### src/rtl/multi_cycle_ctrl_pkg.sv
// Shared types for the multi-cycle sequencer.
// State and fault-cause encodings plus the reset instruction.
package CorePack;

  typedef enum logic [2:0] {
    IF_REQ,
    IF_RESP,
    EXE,
    MEM_RESP,
    HALT,
    FAULT
  } ctrl_state_e;

  typedef enum logic [1:0] {
    FC_NONE,
    FC_FETCH_TO,
    FC_DATA_TO,
    FC_LDST
  } fault_cause_e;

  localparam logic [31:0] NOP = 32'h0000_0013;

endpackage

### src/rtl/mem_ift.sv
// Valid/ready memory handshake: read request/reply and
// write request/reply channels.
interface Mem_ift #(
  parameter int unsigned ADDR_WIDTH = 64,
  parameter int unsigned DATA_WIDTH = 64
);

  typedef struct packed {
    logic [ADDR_WIDTH-1:0]   waddr;
    logic [DATA_WIDTH-1:0]   wdata;
    logic [DATA_WIDTH/8-1:0] wmask;
  } w_req_t;

  logic                  r_request_valid;
  logic                  r_request_ready;
  logic [ADDR_WIDTH-1:0] r_request_bits;
  logic                  r_reply_valid;
  logic                  r_reply_ready;
  logic [DATA_WIDTH-1:0] r_reply_bits;
  logic                  w_request_valid;
  logic                  w_request_ready;
  w_req_t                w_request_bits;
  logic                  w_reply_valid;
  logic                  w_reply_ready;

  modport Master (
    output r_request_valid, r_request_bits, r_reply_ready,
    output w_request_valid, w_request_bits, w_reply_ready,
    input  r_request_ready, r_reply_valid, r_reply_bits,
    input  w_request_ready, w_reply_valid
  );

  modport Slave (
    input  r_request_valid, r_request_bits, r_reply_ready,
    input  w_request_valid, w_request_bits, w_reply_ready,
    output r_request_ready, r_reply_valid, r_reply_bits,
    output w_request_ready, w_reply_valid
  );

endinterface

### src/rtl/multi_cycle_ctrl_wait_timer.sv
// Per-state wait counter; expired flags the last allowed
// cycle of a wait. TIMEOUT of 0 never expires.
module wait_timer #(
  parameter int unsigned TIMEOUT = 256
) (
  input  logic clk,
  input  logic rst,
  input  logic clear,
  input  logic en,
  output logic expired
);

  localparam int unsigned W = (TIMEOUT > 2) ? $clog2(TIMEOUT) : 1;
  localparam logic [W-1:0] LAST = W'((TIMEOUT == 0) ? 0 : TIMEOUT - 1);

  logic [W-1:0] cnt_q, cnt_d;

  always_comb begin
    cnt_d = cnt_q;
    if (clear)
      cnt_d = '0;
    else if (en)
      cnt_d = cnt_q + 1'b1;
  end

  always_ff @(posedge clk) begin
    if (!rst)
      cnt_q <= '0;
    else
      cnt_q <= cnt_d;
  end

  assign expired = (TIMEOUT != 0) && (cnt_q == LAST);

endmodule

### src/rtl/multi_cycle_ctrl.sv
// Multi-cycle fetch/execute/memory sequencer with timeout,
// debug halt and performance counters.
module multi_cycle_ctrl
  import CorePack::*;
#(
  parameter int unsigned ADDR_WIDTH = 64,
  parameter int unsigned DATA_WIDTH = 64,
  parameter int unsigned TIMEOUT    = 256,
  parameter int unsigned CNT_WIDTH  = 64
) (
  input  logic                    clk,
  input  logic                    rst,
  Mem_ift.Master                  imem_ift,
  Mem_ift.Master                  dmem_ift,
  input  logic [ADDR_WIDTH-1:0]   pc,
  input  logic                    re_mem,
  input  logic                    we_mem,
  input  logic [ADDR_WIDTH-1:0]   mem_addr,
  input  logic [DATA_WIDTH-1:0]   wdata,
  input  logic [DATA_WIDTH/8-1:0] wmask,
  input  logic                    halt_req,
  output logic [31:0]             inst,
  output logic                    stall,
  output logic                    commit,
  output logic                    halted,
  output logic                    fault,
  output logic [1:0]              fault_cause,
  output logic [CNT_WIDTH-1:0]    cycle_cnt,
  output logic [CNT_WIDTH-1:0]    instret_cnt
);

  localparam int unsigned SLOTS = DATA_WIDTH / 32;

  ctrl_state_e          state_q, state_d;
  fault_cause_e         cause_q, cause_d;
  logic [31:0]          inst_q, inst_d;
  logic                 is_store_q, is_store_d;
  logic [CNT_WIDTH-1:0] cyc_q, cyc_d, ret_q, ret_d;
  logic [31:0]          slot;
  logic                 ld_only, st_only, ld_st;
  logic                 fire, waiting, expired, commit_w;
  logic                 unused_in;

  assign ld_only = re_mem & ~we_mem;
  assign st_only = we_mem & ~re_mem;
  assign ld_st   = re_mem & we_mem;

  if (SLOTS == 1) begin : g_one_slot
    assign slot = imem_ift.r_reply_bits[31:0];
  end else begin : g_slots
    localparam int unsigned HI = $clog2(DATA_WIDTH / 8) - 1;
    logic [HI-2:0] idx;
    assign idx  = pc[HI:2];
    assign slot = imem_ift.r_reply_bits[{idx, 5'b0} +: 32];
  end

  always_comb begin
    fire = 1'b0;
    unique case (state_q)
      IF_REQ:   fire = imem_ift.r_request_ready;
      IF_RESP:  fire = imem_ift.r_reply_valid;
      EXE:      fire = (ld_only & dmem_ift.r_request_ready)
                     | (st_only & dmem_ift.w_request_ready);
      MEM_RESP: fire = is_store_q ? dmem_ift.w_reply_valid
                                  : dmem_ift.r_reply_valid;
      default:  fire = 1'b0;
    endcase
  end

  assign waiting = (state_q == IF_REQ) || (state_q == IF_RESP)
                || (state_q == MEM_RESP)
                || (state_q == EXE && (re_mem ^ we_mem));

  assign commit_w = rst &&
    ((state_q == EXE && !re_mem && !we_mem) ||
     (state_q == MEM_RESP && fire));

  always_comb begin
    imem_ift.r_request_valid = 1'b0;
    imem_ift.r_reply_ready   = 1'b0;
    imem_ift.w_request_valid = 1'b0;
    imem_ift.w_reply_ready   = 1'b0;
    imem_ift.r_request_bits  = pc;
    imem_ift.w_request_bits  = '0;
    dmem_ift.r_request_valid = 1'b0;
    dmem_ift.r_reply_ready   = 1'b0;
    dmem_ift.w_request_valid = 1'b0;
    dmem_ift.w_reply_ready   = 1'b0;
    dmem_ift.r_request_bits  = mem_addr;
    dmem_ift.w_request_bits  = {mem_addr, wdata, wmask};
    if (rst) begin
      unique case (state_q)
        IF_REQ:  imem_ift.r_request_valid = 1'b1;
        IF_RESP: imem_ift.r_reply_ready = 1'b1;
        EXE: begin
          dmem_ift.r_request_valid = ld_only;
          dmem_ift.w_request_valid = st_only;
        end
        MEM_RESP: begin
          dmem_ift.w_reply_ready = is_store_q;
          dmem_ift.r_reply_ready = ~is_store_q;
        end
        default: ;
      endcase
    end
  end

  always_comb begin
    state_d    = state_q;
    cause_d    = cause_q;
    inst_d     = inst_q;
    is_store_d = is_store_q;
    cyc_d      = cyc_q;
    ret_d      = commit_w ? ret_q + 1'b1 : ret_q;
    if (state_q != HALT && state_q != FAULT)
      cyc_d = cyc_q + 1'b1;
    unique case (state_q)
      IF_REQ:  if (fire) state_d = IF_RESP;
      IF_RESP: if (fire) begin
        inst_d  = slot;
        state_d = EXE;
      end
      EXE: begin
        if (ld_st) begin
          state_d = FAULT;
          cause_d = FC_LDST;
        end else if (commit_w) begin
          state_d = halt_req ? HALT : IF_REQ;
        end else if (fire) begin
          state_d    = MEM_RESP;
          is_store_d = we_mem;
        end
      end
      MEM_RESP: if (fire) state_d = halt_req ? HALT : IF_REQ;
      HALT:     if (!halt_req) state_d = IF_REQ;
      default:  ;
    endcase
    // A fire in the expiring cycle wins over the timeout.
    if (waiting && !fire && expired) begin
      state_d = FAULT;
      cause_d = (state_q == IF_REQ || state_q == IF_RESP)
              ? FC_FETCH_TO : FC_DATA_TO;
    end
  end

  wait_timer #(.TIMEOUT(TIMEOUT)) u_wait_timer (
    .clk     (clk),
    .rst     (rst),
    .clear   (state_d != state_q),
    .en      (waiting && !fire),
    .expired (expired)
  );

  always_ff @(posedge clk) begin
    if (!rst) begin
      state_q    <= IF_REQ;
      cause_q    <= FC_NONE;
      inst_q     <= NOP;
      is_store_q <= 1'b0;
      cyc_q      <= '0;
      ret_q      <= '0;
    end else begin
      state_q    <= state_d;
      cause_q    <= cause_d;
      inst_q     <= inst_d;
      is_store_q <= is_store_d;
      cyc_q      <= cyc_d;
      ret_q      <= ret_d;
    end
  end

  assign inst        = inst_q;
  assign commit      = commit_w;
  assign stall       = ~commit_w;
  assign halted      = (state_q == HALT);
  assign fault       = (state_q == FAULT);
  assign fault_cause = cause_q;
  assign cycle_cnt   = cyc_q;
  assign instret_cnt = ret_q;

  assign unused_in = ^{imem_ift.w_request_ready, imem_ift.w_reply_valid,
                       dmem_ift.r_reply_bits};

endmodule

### src/flat_wrapper.sv
// flat-port wrapper written by rule: the top's interface ports become plain ports
module multi_cycle_ctrl_flat import CorePack::*;
#(
  parameter int unsigned ADDR_WIDTH = 64,
  parameter int unsigned DATA_WIDTH = 64,
  parameter int unsigned TIMEOUT    = 256,
  parameter int unsigned CNT_WIDTH  = 64
)
  (clk, rst, pc, re_mem, we_mem, mem_addr, wdata, wmask, halt_req, inst, stall, commit, halted, fault, fault_cause, cycle_cnt, instret_cnt, imem_ift_r_request_valid, imem_ift_r_request_bits, imem_ift_r_reply_ready, imem_ift_w_request_valid, imem_ift_w_request_bits, imem_ift_w_reply_ready, imem_ift_r_request_ready, imem_ift_r_reply_valid, imem_ift_r_reply_bits, imem_ift_w_request_ready, imem_ift_w_reply_valid, dmem_ift_r_request_valid, dmem_ift_r_request_bits, dmem_ift_r_reply_ready, dmem_ift_w_request_valid, dmem_ift_w_request_bits, dmem_ift_w_reply_ready, dmem_ift_r_request_ready, dmem_ift_r_reply_valid, dmem_ift_r_reply_bits, dmem_ift_w_request_ready, dmem_ift_w_reply_valid);
  Mem_ift #(.ADDR_WIDTH(ADDR_WIDTH), .DATA_WIDTH(DATA_WIDTH)) imem_ift_i ();
  Mem_ift #(.ADDR_WIDTH(ADDR_WIDTH), .DATA_WIDTH(DATA_WIDTH)) dmem_ift_i ();
  input  logic clk;
  input  logic rst;
  input  logic [ADDR_WIDTH-1:0] pc;
  input  logic re_mem;
  input  logic we_mem;
  input  logic [ADDR_WIDTH-1:0] mem_addr;
  input  logic [DATA_WIDTH-1:0] wdata;
  input  logic [DATA_WIDTH/8-1:0] wmask;
  input  logic halt_req;
  output logic [31:0] inst;
  output logic stall;
  output logic commit;
  output logic halted;
  output logic fault;
  output logic [1:0] fault_cause;
  output logic [CNT_WIDTH-1:0] cycle_cnt;
  output logic [CNT_WIDTH-1:0] instret_cnt;
  output wire logic [$bits(imem_ift_i.r_request_valid)-1:0] imem_ift_r_request_valid;
  output wire logic [$bits(imem_ift_i.r_request_bits)-1:0] imem_ift_r_request_bits;
  output wire logic [$bits(imem_ift_i.r_reply_ready)-1:0] imem_ift_r_reply_ready;
  output wire logic [$bits(imem_ift_i.w_request_valid)-1:0] imem_ift_w_request_valid;
  output wire logic [$bits(imem_ift_i.w_request_bits)-1:0] imem_ift_w_request_bits;
  output wire logic [$bits(imem_ift_i.w_reply_ready)-1:0] imem_ift_w_reply_ready;
  input wire logic [$bits(imem_ift_i.r_request_ready)-1:0] imem_ift_r_request_ready;
  input wire logic [$bits(imem_ift_i.r_reply_valid)-1:0] imem_ift_r_reply_valid;
  input wire logic [$bits(imem_ift_i.r_reply_bits)-1:0] imem_ift_r_reply_bits;
  input wire logic [$bits(imem_ift_i.w_request_ready)-1:0] imem_ift_w_request_ready;
  input wire logic [$bits(imem_ift_i.w_reply_valid)-1:0] imem_ift_w_reply_valid;
  output wire logic [$bits(dmem_ift_i.r_request_valid)-1:0] dmem_ift_r_request_valid;
  output wire logic [$bits(dmem_ift_i.r_request_bits)-1:0] dmem_ift_r_request_bits;
  output wire logic [$bits(dmem_ift_i.r_reply_ready)-1:0] dmem_ift_r_reply_ready;
  output wire logic [$bits(dmem_ift_i.w_request_valid)-1:0] dmem_ift_w_request_valid;
  output wire logic [$bits(dmem_ift_i.w_request_bits)-1:0] dmem_ift_w_request_bits;
  output wire logic [$bits(dmem_ift_i.w_reply_ready)-1:0] dmem_ift_w_reply_ready;
  input wire logic [$bits(dmem_ift_i.r_request_ready)-1:0] dmem_ift_r_request_ready;
  input wire logic [$bits(dmem_ift_i.r_reply_valid)-1:0] dmem_ift_r_reply_valid;
  input wire logic [$bits(dmem_ift_i.r_reply_bits)-1:0] dmem_ift_r_reply_bits;
  input wire logic [$bits(dmem_ift_i.w_request_ready)-1:0] dmem_ift_w_request_ready;
  input wire logic [$bits(dmem_ift_i.w_reply_valid)-1:0] dmem_ift_w_reply_valid;
  assign imem_ift_r_request_valid = imem_ift_i.r_request_valid;
  assign imem_ift_r_request_bits = imem_ift_i.r_request_bits;
  assign imem_ift_r_reply_ready = imem_ift_i.r_reply_ready;
  assign imem_ift_w_request_valid = imem_ift_i.w_request_valid;
  assign imem_ift_w_request_bits = imem_ift_i.w_request_bits;
  assign imem_ift_w_reply_ready = imem_ift_i.w_reply_ready;
  assign imem_ift_i.r_request_ready = imem_ift_r_request_ready;
  assign imem_ift_i.r_reply_valid = imem_ift_r_reply_valid;
  assign imem_ift_i.r_reply_bits = imem_ift_r_reply_bits;
  assign imem_ift_i.w_request_ready = imem_ift_w_request_ready;
  assign imem_ift_i.w_reply_valid = imem_ift_w_reply_valid;
  assign dmem_ift_r_request_valid = dmem_ift_i.r_request_valid;
  assign dmem_ift_r_request_bits = dmem_ift_i.r_request_bits;
  assign dmem_ift_r_reply_ready = dmem_ift_i.r_reply_ready;
  assign dmem_ift_w_request_valid = dmem_ift_i.w_request_valid;
  assign dmem_ift_w_request_bits = dmem_ift_i.w_request_bits;
  assign dmem_ift_w_reply_ready = dmem_ift_i.w_reply_ready;
  assign dmem_ift_i.r_request_ready = dmem_ift_r_request_ready;
  assign dmem_ift_i.r_reply_valid = dmem_ift_r_reply_valid;
  assign dmem_ift_i.r_reply_bits = dmem_ift_r_reply_bits;
  assign dmem_ift_i.w_request_ready = dmem_ift_w_request_ready;
  assign dmem_ift_i.w_reply_valid = dmem_ift_w_reply_valid;
  multi_cycle_ctrl #(.ADDR_WIDTH(ADDR_WIDTH), .DATA_WIDTH(DATA_WIDTH), .TIMEOUT(TIMEOUT), .CNT_WIDTH(CNT_WIDTH)) u_core (.clk(clk), .rst(rst), .imem_ift(imem_ift_i), .dmem_ift(dmem_ift_i), .pc(pc), .re_mem(re_mem), .we_mem(we_mem), .mem_addr(mem_addr), .wdata(wdata), .wmask(wmask), .halt_req(halt_req), .inst(inst), .stall(stall), .commit(commit), .halted(halted), .fault(fault), .fault_cause(fault_cause), .cycle_cnt(cycle_cnt), .instret_cnt(instret_cnt));
endmodule
### config.mk
export PLATFORM = sky130hd
export DESIGN_NAME = multi_cycle_ctrl_flat
export DESIGN_NICKNAME = d
export VERILOG_FILES = /design/src/rtl/multi_cycle_ctrl_pkg.sv /design/src/rtl/mem_ift.sv /design/src/rtl/multi_cycle_ctrl_wait_timer.sv /design/src/rtl/multi_cycle_ctrl.sv /design/src/flat_wrapper.sv
export SDC_FILE = /design/constraint.sdc
export NUM_CORES = 1
export LEC_CHECK = 0
export ABC_CLOCK_PERIOD_IN_PS = 2500
export CAP_MARGIN = 0
export CORE_AREA = 3 3 358 360
export DETAILED_ROUTE_END_ITERATION = 7
export DIE_AREA = 0 0 361 363
export PLACE_DENSITY = 0.34
export SETUP_SLACK_MARGIN = 0.2
export SYNTH_ARGS = -nofsm -noshare
export SYNTH_HDL_FRONTEND = slang
export SYNTH_SLANG_ARGS = --single-unit
### constraint.sdc
create_clock -name clk -period 2.5 [get_ports clk]
set_clock_uncertainty 0.05 [all_clocks]
set_input_delay 0.25 -clock clk [delete_from_list [all_inputs] [get_ports clk]]
set_output_delay 0.25 -clock clk [all_outputs]
set_load 0.03 [all_outputs]
== Word-level counts from Yosys, hierarchy flattened ==
Index checks and enable logic that the tools add are counted.

* Word-level logic and storage cells: 83
* Bits in registers: 174

* Mux-type cells: 28
* Reductions and logical operators: 22
* Equality and inequality tests: 9
* Add/subtract/negate cells: 3
* Shift operators: 1
* Bitwise operators: 13

{| class="wikitable"
|+ Operators by type and width
! kind !! number
|-
| adder 64 x 1 -> 64 bit, second input constant || 2
|-
| variable part select 64 x 7 -> 32 bit || 1
|-
| two-way mux 3 bit || 9
|-
| case mux 3 bit (5 select lines) || 1
|-
| two-way mux 1 bit || 13
|-
| adder 8 x 1 -> 8 bit, second input constant || 1
|-
| == test 8 bit, second input constant || 1
|-
| logical AND 1 bit || 8
|-
| two-way mux 2 bit || 4
|-
| == test 3 x 2 -> 1 bit, second input constant || 2
|-
| == test 3 bit, second input constant || 2
|-
| != test 3 bit, second input constant || 2
|-
| inverter 1 bit || 6
|-
| bitwise AND 1 bit || 5
|-
| logical OR 1 bit || 4
|-
| case mux 1 bit (4 select lines) || 1
|-
| AND reduction 2 bit || 2
|-
| AND reduction 4 bit || 1
|-
| nonzero test 2 bit || 2
|-
| == test 3 x 1 -> 1 bit, second input constant || 1
|-
| logical NOT 1 bit || 3
|-
| logical NOT 3 bit || 1
|-
| != test 3 bit || 1
|-
| OR reduction 2 bit || 1
|-
| other kinds (2) || 2
|}

== Longest topological paths before layout ==
Gate-level depths: netlist of run 1.

* Depth after elaboration: 14
* Mapped depth: 8
* Mapped depth without buffers: 7

== Modules after synthesis ==
A second synthesis of run 1 with hierarchy kept.

* Cell total of the unflattened synthesis: 1,427
* Area, all modules: 11,651.2 sq um

{| class="wikitable"
|+ Modules (own cells, without submodules)
! module !! instances !! sequential area each (sq um) !! area an instance (sq um) !! cells each
|-
| multi_cycle_ctrl || 1 || 3,323.2 || 11,297.1 || 1,387
|-
| wait_timer || 1 || 160.2 || 354.1 || 40
|}

== Least setup slack after synthesis of run 1 ==
No wires, ideal clock.

* Path type: register to register
* From: reg u_core.cyc_q[23], in the netlist u_core.cycle_cnt[23]
* To: reg u_core.cyc_q[63], in the netlist u_core.cycle_cnt[63]
* Slack: 0.182 ns
* Cell stages (with the launch flop): 7
* Path buffers: 1
* Library setup time: 0.070 ns
* Clock period less this slack: 2.318 ns
* Arrival: 2.198 ns
* Path through: dfxtp_1 -> and4_1 -> nand4_1 -> or4_4 -> buf_6 -> or4_1 -> a21oi_1

* Longest elaborated chain between the ends: 1

{| class="wikitable"
|+ Ends and longest elaborated chain
! element !! RTL line !! RTL
|-
| start: declaration || multi_cycle_ctrl.sv:38 || <nowiki>logic [CNT_WIDTH-1:0] cyc_q, cyc_d, ret_q, ret_d;</nowiki>
|-
| start signal: assignment || multi_cycle_ctrl.sv:167 || <nowiki>cyc_q <= cyc_d;</nowiki>
|-
| adder 64 x 1 -> 64 bit || multi_cycle_ctrl.sv:116 || <nowiki>cyc_d = cyc_q + 1'b1;</nowiki>
|}

No other way between the ends.
A chain may end at the register's enable or synchronous reset.

== Final worst setup path of run 1 ==
* From: reg u_core.cyc_q[26], in the netlist u_core.cycle_cnt[26]
* To: reg u_core.cyc_q[53], in the netlist u_core.cycle_cnt[53]

Same word-level chain as after synthesis.

==> run metrics, run 1 <==
outcome=complete, no violations; design internal power=around 5 mW; slew at the pin closest to its max-slew limit=~0.76 ns; antenna violations before repair=0; slowest stage cell, crit path=or4_4; Leakage=slightly below 5 nW; half-perimeter wire length after placement=~35000 um; share of total power in sequential cells=roughly 38%; final routed wire length divided by cell count=approximately 15 um; count of port buffers added during placement=248; final clock period utilization by the worst path=between 80% and 90%; Placed Instances=roughly 3000; Post-synth EDFFs=0; Max-Slew Margin vs Limit=between 40% and 50%; clock latency of the later-clocked register in the worst-skew pair=between 0.5 and 0.6 ns; Cells after Synth=1402; power per unit of standard cell area=between 500 and 600 nW/um2; overall global routing resource usage=6.84%; largest net degree at the start of global routing=94; die extent in x=about 360 um; via count of the first global-routing pass=roughly 9000; final routed wirelength across all metal layers=about 46000 um; part of the Yosys area used for sequential elements=slightly above 30%; worst-path maximum fanout=7; R2R setup slack=~0.27 ns; terminus of the critical flop-to-flop path=u_core.cycle_cnt[53]; critical path's most frequent cell=buf_4; endpoint with the worst hold slack=u_core.inst[25]; Worst Reg-to-Reg Cells=7; ANT nets after route=0; category of the worst setup path capture point=flop; fmax=around 450 MHz; level count of the clock H-tree=4; global-route wire length before repair=around 64000 um; cell at the root of the clock tree=clkbuf_16; area delta synth->final=29.6%; clock tree from TritonCTS=done; type of the tightest min-delay check=in -> reg; number of remaining DRC errors=0; top cell type's share of synthesized area=between 30% and 40%; synth unique cells=66; setup repair after global routing missed its margin=true; number of slew-limit violations in the final report=0; Total Nets Final=1805; num ports=915; share of flip-flops with an asynchronous set or reset after synthesis=0%; PnR Total Power=around 8.1 mW; total buffers and inverters traversed by the critical path=2; Net Switching=about 3.0 mW; depth of the worst hold-timing path=4; Cell Chain, Critical Path=and4_4 -> nand4_1 -> buf_4 -> or4_4 -> buf_4 -> or4_1 -> a21oi_1; Initial Util=9.21%; max cap viols=0; number of iterations in the first detailed-routing pass=4; top_reg_cell synth=dfxtp_1; number of sinks on the clock net=approximately 170; count of state elements after synthesis=about 170; clock buffer count from CTS=17; CP arrival=about 2.6 ns; total congestion overflow=0; deepest clock path buffer count=2; data required time of the critical path=2.89 ns; row count=130; Critical Path Max Stage Delay=approximately 0.57 ns; final setup fails=0; initial drt markers=~380; final design utilization=between 10% and 20%; CP startpoint kind=flop; count of inserted antenna diode cells=0; Area contributors post-synth=dfxtp_1, buf_4, a21oi_1; worst vdd ir=around 0.56 mV; area of the core=between 100000 and 150000 um2; Die H=about 360 um; Via Count=9416; Worst Min Path Start=pc[2]; fraction of power consumed by the clock network=35.3%; type of the worst setup path=reg -> reg; clock input transition at the sequential cells of the worst setup and hold paths=approximately 0.080 ns; Switching Share=between 30% and 40%; count of warnings emitted by yosys=0; per-instance average area after synthesis=around 8.2 um2; share of power burned in combinational logic=a little over a quarter; Hold Violations, Final=0; layout cell share with drive strength beyond 1=between 15 and 20%; shortest period the worst path allows=about 2.2 ns; area leader, netlist=dfxtp_1; CP top delay family=simple AND/OR/NAND/NOR gates; post-route non-filler standard cell count=between 3000 and 4000; Placer Congestion=0.715; full die area=131000 um2; routed vias/inst=approximately 3; Cell Area, Synth=around 12000 um2; startpoint of the lowest-slack register-to-register path=u_core.cycle_cnt[26]
-- Yosys cell counts, types with 2 or more instances --
| library cell | instances |
|---|---|
| nand3b_1 | 2 |
| nor3_1 | 13 |
| buf_4 | 403 |
| nand4_1 | 50 |
| o22ai_1 | 2 |
| o211ai_1 | 2 |
| o311ai_0 | 2 |
| buf_6 | 3 |
| buf_2 | 3 |
| or2_2 | 3 |
| a21oi_1 | 81 |
| a211oi_1 | 31 |
| or3_1 | 28 |
| nand4b_1 | 3 |
| nand3_1 | 47 |
| ha_1 | 6 |
| nor2_1 | 105 |
| xor2_1 | 30 |
| nor2b_1 | 5 |
| buf_1 | 2 |
| nand3_2 | 2 |
| dfxtp_1 | 174 |
| or4_1 | 52 |
| and4_2 | 2 |
| clkbuf_1 | 49 |
| clkbuf_8 | 2 |
| o41ai_1 | 2 |
| and4_1 | 9 |
| nor4b_2 | 2 |
| xnor2_1 | 21 |
| o31a_1 | 2 |
| nand2_1 | 65 |
| mux2i_1 | 35 |
| and2_1 | 4 |
| nor3b_1 | 2 |
| nor4b_1 | 2 |
| o31ai_1 | 54 |
| mux2_2 | 2 |
| inv_1 | 17 |
| nand2b_1 | 9 |
| and3_1 | 9 |
| o21ai_0 | 31 |
| nor4_1 | 11 |
-- layout make-up --
class                      count  area (um2)
clock buffer                  18         429
clock inverter                14         129
fill                       14500      110000
inverter                      18        72.6
multi-input combinational    886        5340
sequential                   174        3510
tap                         1650        2060
timing repair buffer         361        3420
-- cells by family after synthesis --
group | Yosys count | synth area share, %
buffers and inverters | 480 | 29.1
other | 1 | 0.0325
AO/OA/AOI/OAI | 220 | 12.2
multiplexers | 37 | 3.23
XOR/XNOR | 51 | 3.87
AND/OR/NAND/NOR | 433 | 20.7
flip-flops | 174 | 30.2
adder cells (fa/ha/maj) | 6 | 0.650
-- registers in the layout, summed over array words and instances, names as in the netlist --
register,flops
u_core.u_wait_timer.cnt_q,8
u_core.instret_cnt,64
u_core.cycle_cnt,64
u_core.fault_cause,2
u_core.is_store_q,1
u_core.inst,32
u_core.state_q,3
-- cells in the final DEF (no fill, tap or decap), drive strengths merged, types with 5 or more instances in the layout --
cell and n:
conb 138, xnor2 21, clkinv 5, nor4 13
o21ai 31, nand2 65, xor2 30, buf 127
clkdlybuf4s50 222, and3 9, nor3 13, nor2 105
ha 6, a211oi 31, nand3 49, clkbuf 23
dfxtp 174, mux2i 35, nor2b 5, dlygate4sd2 7
and4 11, nand2b 9, or3 28, and2 5
o31ai 54, a21oi 81, nand4 51, or4 54
inv 24
-- stage by stage --
| step | setup TNS, ns | area (um2) | setup slack [ns] | hold WS [ns] |
|---|---|---|---|---|
| floorplan | 0 | 12100 | 0.206 | 0.344 |
| global placement | -3.72 | 14200 | -0.197 | 0.420 |
| detailed placement | -3.71 | 14200 | -0.174 | 0.425 |
| CTS | 0 | 14800 | 0.0327 | 0.240 |
| global route | 0 | 15000 | 0.170 | 0.296 |
| finish | 0 | 15000 | 0.265 | 0.312 |
-- worst reg2reg max path, stage by stage (launching register included) --
cell     delay, ns
dfxtp_1       0.34
and4_4        0.24
nand4_1       0.08
buf_4         0.18
or4_4         0.57
buf_4         0.16
or4_1         0.40
a21oi_1       0.14
-- power groups by stage --
stage | combinational [mW] | sequential (mW) | clock (mW)
global placement | 2.17 | 3.14 | 0
global route | 2.36 | 3.11 | 3.18
CTS | 2.18 | 3.08 | 3.13
detailed placement | 2.17 | 3.14 | 0
floorplan | 1.97 | 3.39 | 0
finish | 2.18 | 3.08 | 2.87
-- worst max-delay path by stage --
| stage | startpoint | endpoint | slack (ns) | cells past startpoint |
|---|---|---|---|---|
| global placement | we_mem | u_core.instret_cnt[50] | -0.20 | 8 |
| floorplan | u_core.cycle_cnt[31] | u_core.cycle_cnt[63] | 0.21 | 7 |
| CTS | u_core.is_store_q | stall | 0.03 | 5 |
| finish | u_core.cycle_cnt[26] | u_core.cycle_cnt[53] | 0.27 | 7 |
| detailed placement | we_mem | u_core.instret_cnt[60] | -0.17 | 8 |
| global route | u_core.state_q[2] | u_core.instret_cnt[9] | 0.17 | 6 |
-- repair_timing --
action / 4_1_cts / 5_1_grt
pin swaps: 3 / 8
buffers inserted: 3 / 6
hold buffers: 0 / 0
cloned: 0 / 3
endpoints found under the setup margin: 59 / 60
gates resized for setup: 18 / 45
-- metal layers --
metal  up-vias  global-route usage [%]  wire length [um]
met3       127                    4.81              6450
met2       380                    9.13             18600
met4         4                    4.47              2460
li1       4539                       -                 -
met1      4366                    7.61             18700
met5         -                   0.871               164
Power figures use the tool's default switching activity.
==> inputs of run 2 (changes only) <==
Settings changed: ABC_CLOCK_PERIOD_IN_PS 2500 to 2300, PLACE_DENSITY 0.34 to 0.41.
Clock period 2.5 ns to 2.3 ns, I/O delays scaled along.
==> run metrics, run 2 (synthesis gave the netlist of run 1 again) <==
number of cells on the critical path=6 (-1); total buffers and inverters traversed by the critical path=1 (-1); CP top delay family=simple AND/OR/NAND/NOR gates; num ports=915 (unchanged); area of the core=125000 um2 (unchanged); type of the tightest min-delay check=in -> reg; half-perimeter wire length after placement=37600 um (+6.0%); setup repair after global routing missed its margin=true; clock latency of the later-clocked register in the worst-skew pair=0.51 ns (about the same); Cell Chain, Critical Path=and4_4 -> nand4_1 -> buf_4 -> or4_4 -> or4_1 -> a21oi_1; clock buffer count from CTS=17 (unchanged); final worst-path setup slack=0.163 ns (-0.102 ns); layout cell share with drive strength beyond 1=26.1% (+11 points); commonest non-fill, non-tap cell in the layout=clkdlybuf4s50_1; count of port buffers added during placement=248 (unchanged); die extent in x=361 um (unchanged); area taken by multi-input logic gates=5760 um2 (+7.8%); slew at the pin closest to its max-slew limit=0.719 ns (-0.0386 ns); origin of the worst setup path=u_core.cycle_cnt[30]; Total Nets Final=1884 (+4.4%); ANT nets after route=0 (unchanged); max cap viols=0 (unchanged); level count of the clock H-tree=4 (unchanged); via count of the first global-routing pass=9350 (+4.6%); worst hold slack=0.203 ns (-0.108 ns); type of the worst setup path=reg -> reg; PnR Total Power=9.04 mW (+11%); Critical Path Max Stage Delay=0.57 ns (about the same); Post-CTS Hold Buffers=0 (unchanged); worst-path maximum fanout=6 (-1); CP arrival=2.53 ns (-0.09 ns); Leakage=5.59 nW (+16%); final clock period utilization by the worst path=92.9% (+3.5 points); power per unit of standard cell area=554 nW/um2 (+1.9%); highest-count cells in the layout ignoring fill and taps=clkdlybuf4s50_1, buf_4, conb_1, dfxtp_1, nor2_1; Placed Instances=3104 (+0.88%); Die H=363 um (unchanged); post-route non-filler standard cell count=3200 (+2.5%); CP startpoint kind=flop; R2R setup slack=0.16 ns (-0.10 ns); Max-Slew Margin vs Limit=52.2% (+3.0 points); Initial Util=9.21% (unchanged); antenna violations before repair=1 (+1); deepest clock path buffer count=2 (unchanged); final design utilization=13.0% (+1.1 points); cell at the root of the clock tree=clkbuf_16; Placer Congestion=0.737 (+3.0%); overall global routing resource usage=7.28% (+0.44 points); shortest period the worst path allows=2.14 ns (-0.0980 ns); number of slew-limit violations in the final report=0 (unchanged); outcome=complete, no violations; routed vias/inst=3.09 (+2.5%); total congestion overflow=0 (unchanged); number of sinks on the clock net=174 (unchanged); slowest stage cell, crit path=or4_4; initial drt markers=371 (-3.1%); largest net degree at the start of global routing=65 (-31%); clock tree from TritonCTS=done; row count=130 (unchanged); Hold Violations, Final=0 (unchanged); data required time of the critical path=2.69 ns (-0.20 ns); category of the worst setup path capture point=flop; area delta synth->final=41.4%; Worst Reg-to-Reg Cells=6 (-1); Via Count=9892 (+5.1%); number of iterations in the first detailed-routing pass=5 (+1); area occupied by registers=3600 um2 (+2.8%); final routed wirelength across all metal layers=49700 um (+7.2%); Critical Path Sink=u_core.cycle_cnt[61]; final routed wire length divided by cell count=15.5 um (+4.5%); count of inserted antenna diode cells=0 (unchanged); global-route wire length before repair=67900 um (+5.7%); clock input transition at the sequential cells of the worst setup and hold paths=0.09 ns (about the same); final setup fails=0 (unchanged); number of remaining DRC errors=0 (unchanged); full die area=131000 um2 (unchanged); terminus of the critical flop-to-flop path=u_core.cycle_cnt[61]; pre-CTS setup slack=-0.293 ns (-0.119 ns); fmax=468 MHz (+4.6%); number of filler cells placed in the layout=14300 (-1.0%); worst vdd ir=0.582 mV (+4.5%); startpoint of the lowest-slack register-to-register path=u_core.cycle_cnt[30]
[run 2: cell count changes in the layout (fill, tap and decap cells not counted), sizes merged]
cell	before	now
clkinvlp	3	0
buf	127	206
or3	28	29
clkdlybuf4s50	222	198
dlygate4sd2	7	27
dlymetal6s2s	0	4
clkbuf	23	20
inv	24	28
nand3	49	50
clkinv	5	4
clkdlybuf4s15	0	1
[run 2: worst min-delay path by stage]
stage	to	slack, ns	cells past startpoint	from
2_1_floorplan	u_core.instret_cnt[21]	0.32	2	rst
3_3_place_gp	dmem_ift_w_request_bits[19]	0.41	0	wdata[11]
3_5_place_dp	dmem_ift_w_request_bits[19]	0.41	0	wdata[11]
4_1_cts	u_core.inst[2]	0.15	3	pc[2]
5_1_grt	u_core.inst[29]	0.19	3	pc[2]
6_report	u_core.inst[2]	0.20	3	pc[2]
[run 2: per-stage QoR]
stage / setup TNS, ns / area (um2)
global placement: -9.38 / 14500
detailed placement: -10.39 / 14500
floorplan: 0 / 12200
global route: 0 / 16300
finish: 0 / 16300
CTS: 0 / 15700
[run 2: layout make-up]
cell class / instances / share of cell area, %
multi-input cells: 888 / 35.3
clock buffers: 18 / 2.69
well taps: 1650 / 12.6
flip-flops and latches: 174 / 22.1
repair buffers: 438 / 25.8
inverters: 18 / 0.460
clock inverters: 14 / 0.981
[run 2: routing by layer]
| metal | track usage, % | vias to the layer above | share of wire, % |
|---|---|---|---|
| met2 | 10.1 | 424 | 42 |
| li1 | - | 4708 | - |
| met4 | 4.37 | 2 | 4.7 |
| met1 | 7.55 | 4617 | 37 |
| met5 | 0.690 | - | 0.10 |
| met3 | 5.77 | 141 | 16 |
[run 2: worst register-to-register path, stage by stage, from the launching register on]
cell	delay, ns
dfxtp_4	0.35
and4_4	0.23
nand4_1	0.14
buf_4	0.17
or4_4	0.57
or4_1	0.43
a21oi_1	0.13
[run 2: timing repair]
action,CTS,global route
gates cloned,7,4
buffers inserted,31,22
pin swaps,40,60
resized for setup,100,111
endpoints found under the hold margin,0,0
endpoints found under the setup margin,106,102
[run 2: power breakdown]
part / total (mW) / internal [mW] / switching (mW)
sequential: 3.32 / 3.19 / 0.131
combinational: 2.57 / 1.07 / 1.51
clock: 3.15 / 1.49 / 1.66
